`src/rtl/router_fifo_pkt.sv`:
```
// router_fifo_pkt: packet-aware FIFO with extended-pointer flags, fill level and per-packet completion pulse
module router_fifo_pkt #(
    parameter int DATA_WIDTH = 8,
    parameter int DEPTH      = 16,
    parameter int ADDR_W     = $clog2(DEPTH),
    parameter int AF_MARGIN  = 2,
    parameter int AE_MARGIN  = 2
) (
    input  logic                  clk,
    input  logic                  reset,
    input  logic                  soft_reset,
    input  logic                  write_enb,
    input  logic                  lfd_state,
    input  logic [DATA_WIDTH-1:0] data_in,
    input  logic                  read_enb,
    output logic [DATA_WIDTH-1:0] data_out,
    output logic                  out_valid,
    output logic                  pkt_done,
    output logic                  full,
    output logic                  empty,
    output logic                  almost_full,
    output logic                  almost_empty,
    output logic [ADDR_W:0]       fill_level,
    output logic                  wr_err,
    output logic                  rd_err
);
    localparam int LEN_W = DATA_WIDTH - 2;
    logic [DATA_WIDTH:0]   mem [DEPTH];
    logic [ADDR_W:0]       wr_ptr, rd_ptr;
    logic [LEN_W:0]        pkt_cnt;
    logic [DATA_WIDTH:0]   rd_entry;
    logic                  wr_ok, rd_ok, clr;
    assign clr          = reset || soft_reset;
    assign empty        = wr_ptr == rd_ptr;
    assign full         = (wr_ptr[ADDR_W] != rd_ptr[ADDR_W]) && (wr_ptr[ADDR_W-1:0] == rd_ptr[ADDR_W-1:0]);
    assign fill_level   = wr_ptr - rd_ptr;
    assign almost_full  = fill_level >= (ADDR_W+1)'(DEPTH - AF_MARGIN);
    assign almost_empty = fill_level <= (ADDR_W+1)'(AE_MARGIN);
    assign wr_ok        = write_enb && !full;
    assign rd_ok        = read_enb && !empty;
    assign rd_entry     = mem[rd_ptr[ADDR_W-1:0]];
    always_ff @(posedge clk)
        if (wr_ok && !clr) mem[wr_ptr[ADDR_W-1:0]] <= {lfd_state, data_in};
    // Bit DATA_WIDTH of an entry is the header flag; header length sits above the two low data bits.
    always_ff @(posedge clk) begin
        if (clr) begin
            wr_ptr    <= '0;
            rd_ptr    <= '0;
            pkt_cnt   <= '0;
            data_out  <= '0;
            out_valid <= 1'b0;
            pkt_done  <= 1'b0;
            wr_err    <= 1'b0;
            rd_err    <= 1'b0;
        end else begin
            wr_ptr    <= wr_ptr + (ADDR_W+1)'(wr_ok);
            rd_ptr    <= rd_ptr + (ADDR_W+1)'(rd_ok);
            out_valid <= rd_ok;
            wr_err    <= write_enb && full;
            rd_err    <= read_enb && empty;
            pkt_done  <= rd_ok && !rd_entry[DATA_WIDTH] && pkt_cnt == (LEN_W+1)'(1);
            if (rd_ok) begin
                data_out <= rd_entry[DATA_WIDTH-1:0];
                if (rd_entry[DATA_WIDTH]) pkt_cnt <= {1'b0, rd_entry[DATA_WIDTH-1:2]} + 1'b1;
                else if (pkt_cnt != '0) pkt_cnt <= pkt_cnt - 1'b1;
            end
        end
    end
endmodule

```
`config.mk`:
```
export PLATFORM = sky130hd
export DESIGN_NAME = router_fifo_pkt
export DESIGN_NICKNAME = d
export VERILOG_FILES = /design/src/rtl/router_fifo_pkt.sv
export SDC_FILE = /design/constraint.sdc
export NUM_CORES = 1
export LEC_CHECK = 0
export ABC_CLOCK_PERIOD_IN_PS = 5100
export BUFFER_PORTS_ARGS = -buffer_cell sky130_fd_sc_hd__buf_2
export CORE_MARGIN = 8
export CORE_UTILIZATION = 41
export DETAILED_ROUTE_END_ITERATION = 6
export MAX_ROUTING_LAYER = met4
export PLACE_DENSITY = 0.61
export RECOVER_POWER = 50
export SYNTH_ARGS = -nofsm -noshare
export SYNTH_HDL_FRONTEND = slang
export SYNTH_SLANG_ARGS = --single-unit
export TNS_END_PERCENT = 5
```
`constraint.sdc`:
```
create_clock -name clk -period 5.1 [get_ports clk]
set_clock_uncertainty 0.2 [all_clocks]
set_input_delay 0.765 -clock clk [delete_from_list [all_inputs] [get_ports clk]]
set_output_delay 0.765 -clock clk [all_outputs]
set_load 0.02 [all_outputs]
```
==> results by group <==
Outcome
  – Status: complete, no violations

Synth
  – Synthesized area: 0.007149 mm2
  – Yosys cell types: 54
  – Post-synth EDFFs: 144
  – Synth Area per Inst: 16.40 um2
  – Post-synthesis sequential area ratio: 68.60%
  – Post-Syn Instances: 436
  – Syn Nets: 463
  – Synthesized flop and latch total: 173
  – Ys Warns: 0
  – Async SR Flop Fraction: 0%
  – Ys flop type: edfxtp_1

Clock tree
  – Post-CTS setup buffers: 0
  – Skew-Pair Late Insertion Delay: 0.42 ns
  – Root buf cell: clkbuf_16
  – Max H-tree Level: 4
  – CTS Hold Bufs: 0
  – Clk sinks: 173
  – TritonCTS buffer count: 17
  – Maximum buffer depth of the clock tree: 2
  – Post-CTS sizing: 0
  – Clock transition at the registers of the reported paths: roughly 0.070 ns
  – CTS tree: built

Critical path
  – Critical Path RT: 4.14 ns
  – R2R Path End: pkt_cnt[6]
  – Setup crit end kind: primary output
  – Crit path kind: flop to primary output
  – Crit. Startpoint: rd_ptr[2]
  – Worst R2R Setup Slack: 1.50 ns
  – Launching point of the worst reg2reg path: rd_ptr[2]
  – CP startpoint kind: flop
  – CP max FO: 16
  – R2R cell count: 10
  – Critical Path AT: 2.76 ns
  – Worst setup endpoint: almost_empty

Final layout
  – Antenna cells: 0
  – Nets@finish: 505
  – Syn-to-layout area delta: 12.57%
  – Fill count: 1522
  – Layout cell share with drive strength beyond 1: 18.13%
  – Storage cell area: 0.004907 mm2
  – Multi-input logic area: ~0.0021 mm2

Placed design
  – GPL Wtd Cong: 0.8392
  – IO Port Bufs: 34
  – Final HPWL from detailed placement: 10320 um
  – Pre-CTS WS: 1.614 ns

Floorplanning
  – Row count: between 40 and 50
  – Die footprint: 0.02192 mm2
  – Initial Utilization: 41.62%
  – Die Height: approximately 150 um
  – Die Width: 148.1 um
  – I/O Pins: 35
  – Core ar.: about 0.017 mm2

Global route
  – Largest net degree at the start of global routing: 29
  – First-pass GRT wire length: 23680 um
  – Vias in the first global route: 4058
  – Initial antenna violation count: 0
  – Total global-route track usage: 14.94%
  – GRT overflow: 0

Timing
  – Count of pins over their slew limit: 0
  – Period utilization: 73.10%
  – Sum Neg Setup Slack: 0 ns
  – Setup slack after layout: approximately 1.4 ns
  – Rel. slew slack: ~32%
  – Post-layout minimum cycle time: around 3.7 ns
  – Unrepaired setup endpoints after global routing: no
  – Final hold vios: 0
  – Slew @ Worst Pin: between 1 and 1.5 ns
  – Setup Viol. Count Final: 0
  – FMAX: 268.2 MHz

Detailed routing
  – 1st-pass router iterations: 5
  – WL/cell: between 20 and 25 um
  – # DRC: 0
  – Antenna-violating nets left: 0
  – DRT iter0 DRCs: around 370
  – WL final: 15340 um
  – Via count: 3953
  – Via density: between 5 and 6

Pwr
  – Maximum VDD drop: 290.4 uV
  – Leak pwr: 2.573 nW
  – PwrDens: 349.9 mW/mm2

Flow run
  – MaxCap Viol Count: 0

Hold path
  – Worst min path class: flop to flop
## kinds of logic (layout without fill, tap and decap cells)
family          after synthesis  in the layout  share of synthesized area (%)
flops                       173            173                          68.60
simple gates                108            108                          7.403
compound gates               49             49                          4.743
mux                          49             49                          12.99
buf+inv                      32             87                          2.415
fa+ha+maj                    13             13                          2.380
xor+xnor                     12             12                          1.470
## final cells by class
cell class	count	share of cell area [%]
flip-flops and latches	173	60.98
repair buffers	42	2.472
clock inverters	14	1.368
multi-input cells	231	25.75
clock buffers	18	5.333
well taps	225	3.498
inverters	13	0.6063
## per-layer routing
metal	wire length [um]	vias up	track usage (%)
li1	-	1792	-
met1	6662	2007	18.26
met2	7573	136	24.04
met3	807	18	3.829
met4	294	0	4.640
met5	0	-	-
## report_power, final
group / total (W) / switching (W) / internal [W]
sequential: 0.00154 / 0.00000515 / 0.00153
clock: 0.00118 / 0.000552 / 0.000632
combinational: 0.0000931 / 0.0000629 / 0.0000303
total: 0.00282 / 0.000620 / 0.00220
## cell usage after synthesis (all sizes together), types with 2 or more instances
library cell	count	share of area [%]
edfxtp	144	60
ha	12	2.1
nand3	8	0.56
nand2	21	1.1
xor2	4	0.49
clkbuf	11	0.58
nand2b	2	0.17
xnor2	8	0.98
a31oi	3	0.26
or2	2	0.18
and3	5	0.44
a221oi	8	0.98
dfxtp	29	8.1
mux2i	14	2.0
buf	8	1.2
a21o	4	0.42
and4	2	0.25
nor3	8	0.56
a311oi	2	0.25
a21oi	10	0.70
and2	9	0.79
o21ai	8	0.56
or3	2	0.17
inv	13	0.68
mux4	35	11
nor2b	4	0.35
a22oi	4	0.42
nor2	35	1.8
nand4	4	0.35
## flip-flops by register name, indices dropped and copies added (netlist names), 5 cells and up
name      cells
pkt_cnt       7
mem         144
rd_ptr        5
wr_ptr        5
data_out      8
## worst max-delay path: stages (launching register included)
cell and delay, ns:
dfxtp_1 0.73, inv_1 0.21, ha_1 0.40, a21o_1 0.19, a21oi_1 0.18, xnor2_1 0.12, a2111oi_0 0.27, buf_2 0.23
## cell usage in the layout (no fill, tap or decap), types with 3 or more instances in the layout
master	n
nand2_1	21
nor2_1	35
a21o_1	4
clkbuf_16	17
o21ai_0	5
a31oi_1	3
edfxtp_1	144
dfxtp_1	27
nor3_1	8
and3_1	5
xor2_1	4
buf_4	7
buf_2	12
inv_6	3
nand4_1	4
clkinv_4	3
a22oi_1	4
nor2b_1	4
a21oi_1	10
clkbuf_1	24
o21ai_1	3
and2_0	3
xnor2_1	8
a221oi_1	8
mux4_2	35
nand3_1	8
ha_1	12
and2_1	6
clkinvlp_4	3
mux2i_1	14
inv_1	11
## worst min path at each step
stage	start	endpoint	cells past startpoint	slack, ns
3_3_place_gp	data_out[6]	data_out[6]	2	0.26
4_1_cts	data_out[0]	data_out[0]	2	0.27
3_5_place_dp	data_out[0]	data_out[0]	2	0.26
6_report	data_out[7]	data_out[7]	2	0.27
5_1_grt	data_out[6]	data_out[6]	2	0.30
2_1_floorplan	pkt_cnt[6]	pkt_cnt[6]	2	0.27
## stage by stage
step	instances	power, W	instance area, um2	hold slack (ns)	util [%]
floorplan	436	0.001624	7149	0.2730	-
global route	716	0.002914	8048	0.2974	46.85
CTS	716	0.002843	8079	0.2729	47.04
global placement	684	0.001663	7540	0.2599	43.90
detailed placement	684	0.001666	7540	0.2638	43.90
finish	716	0.002816	8048	0.2707	46.85
Power figures use the tool's default switching activity.
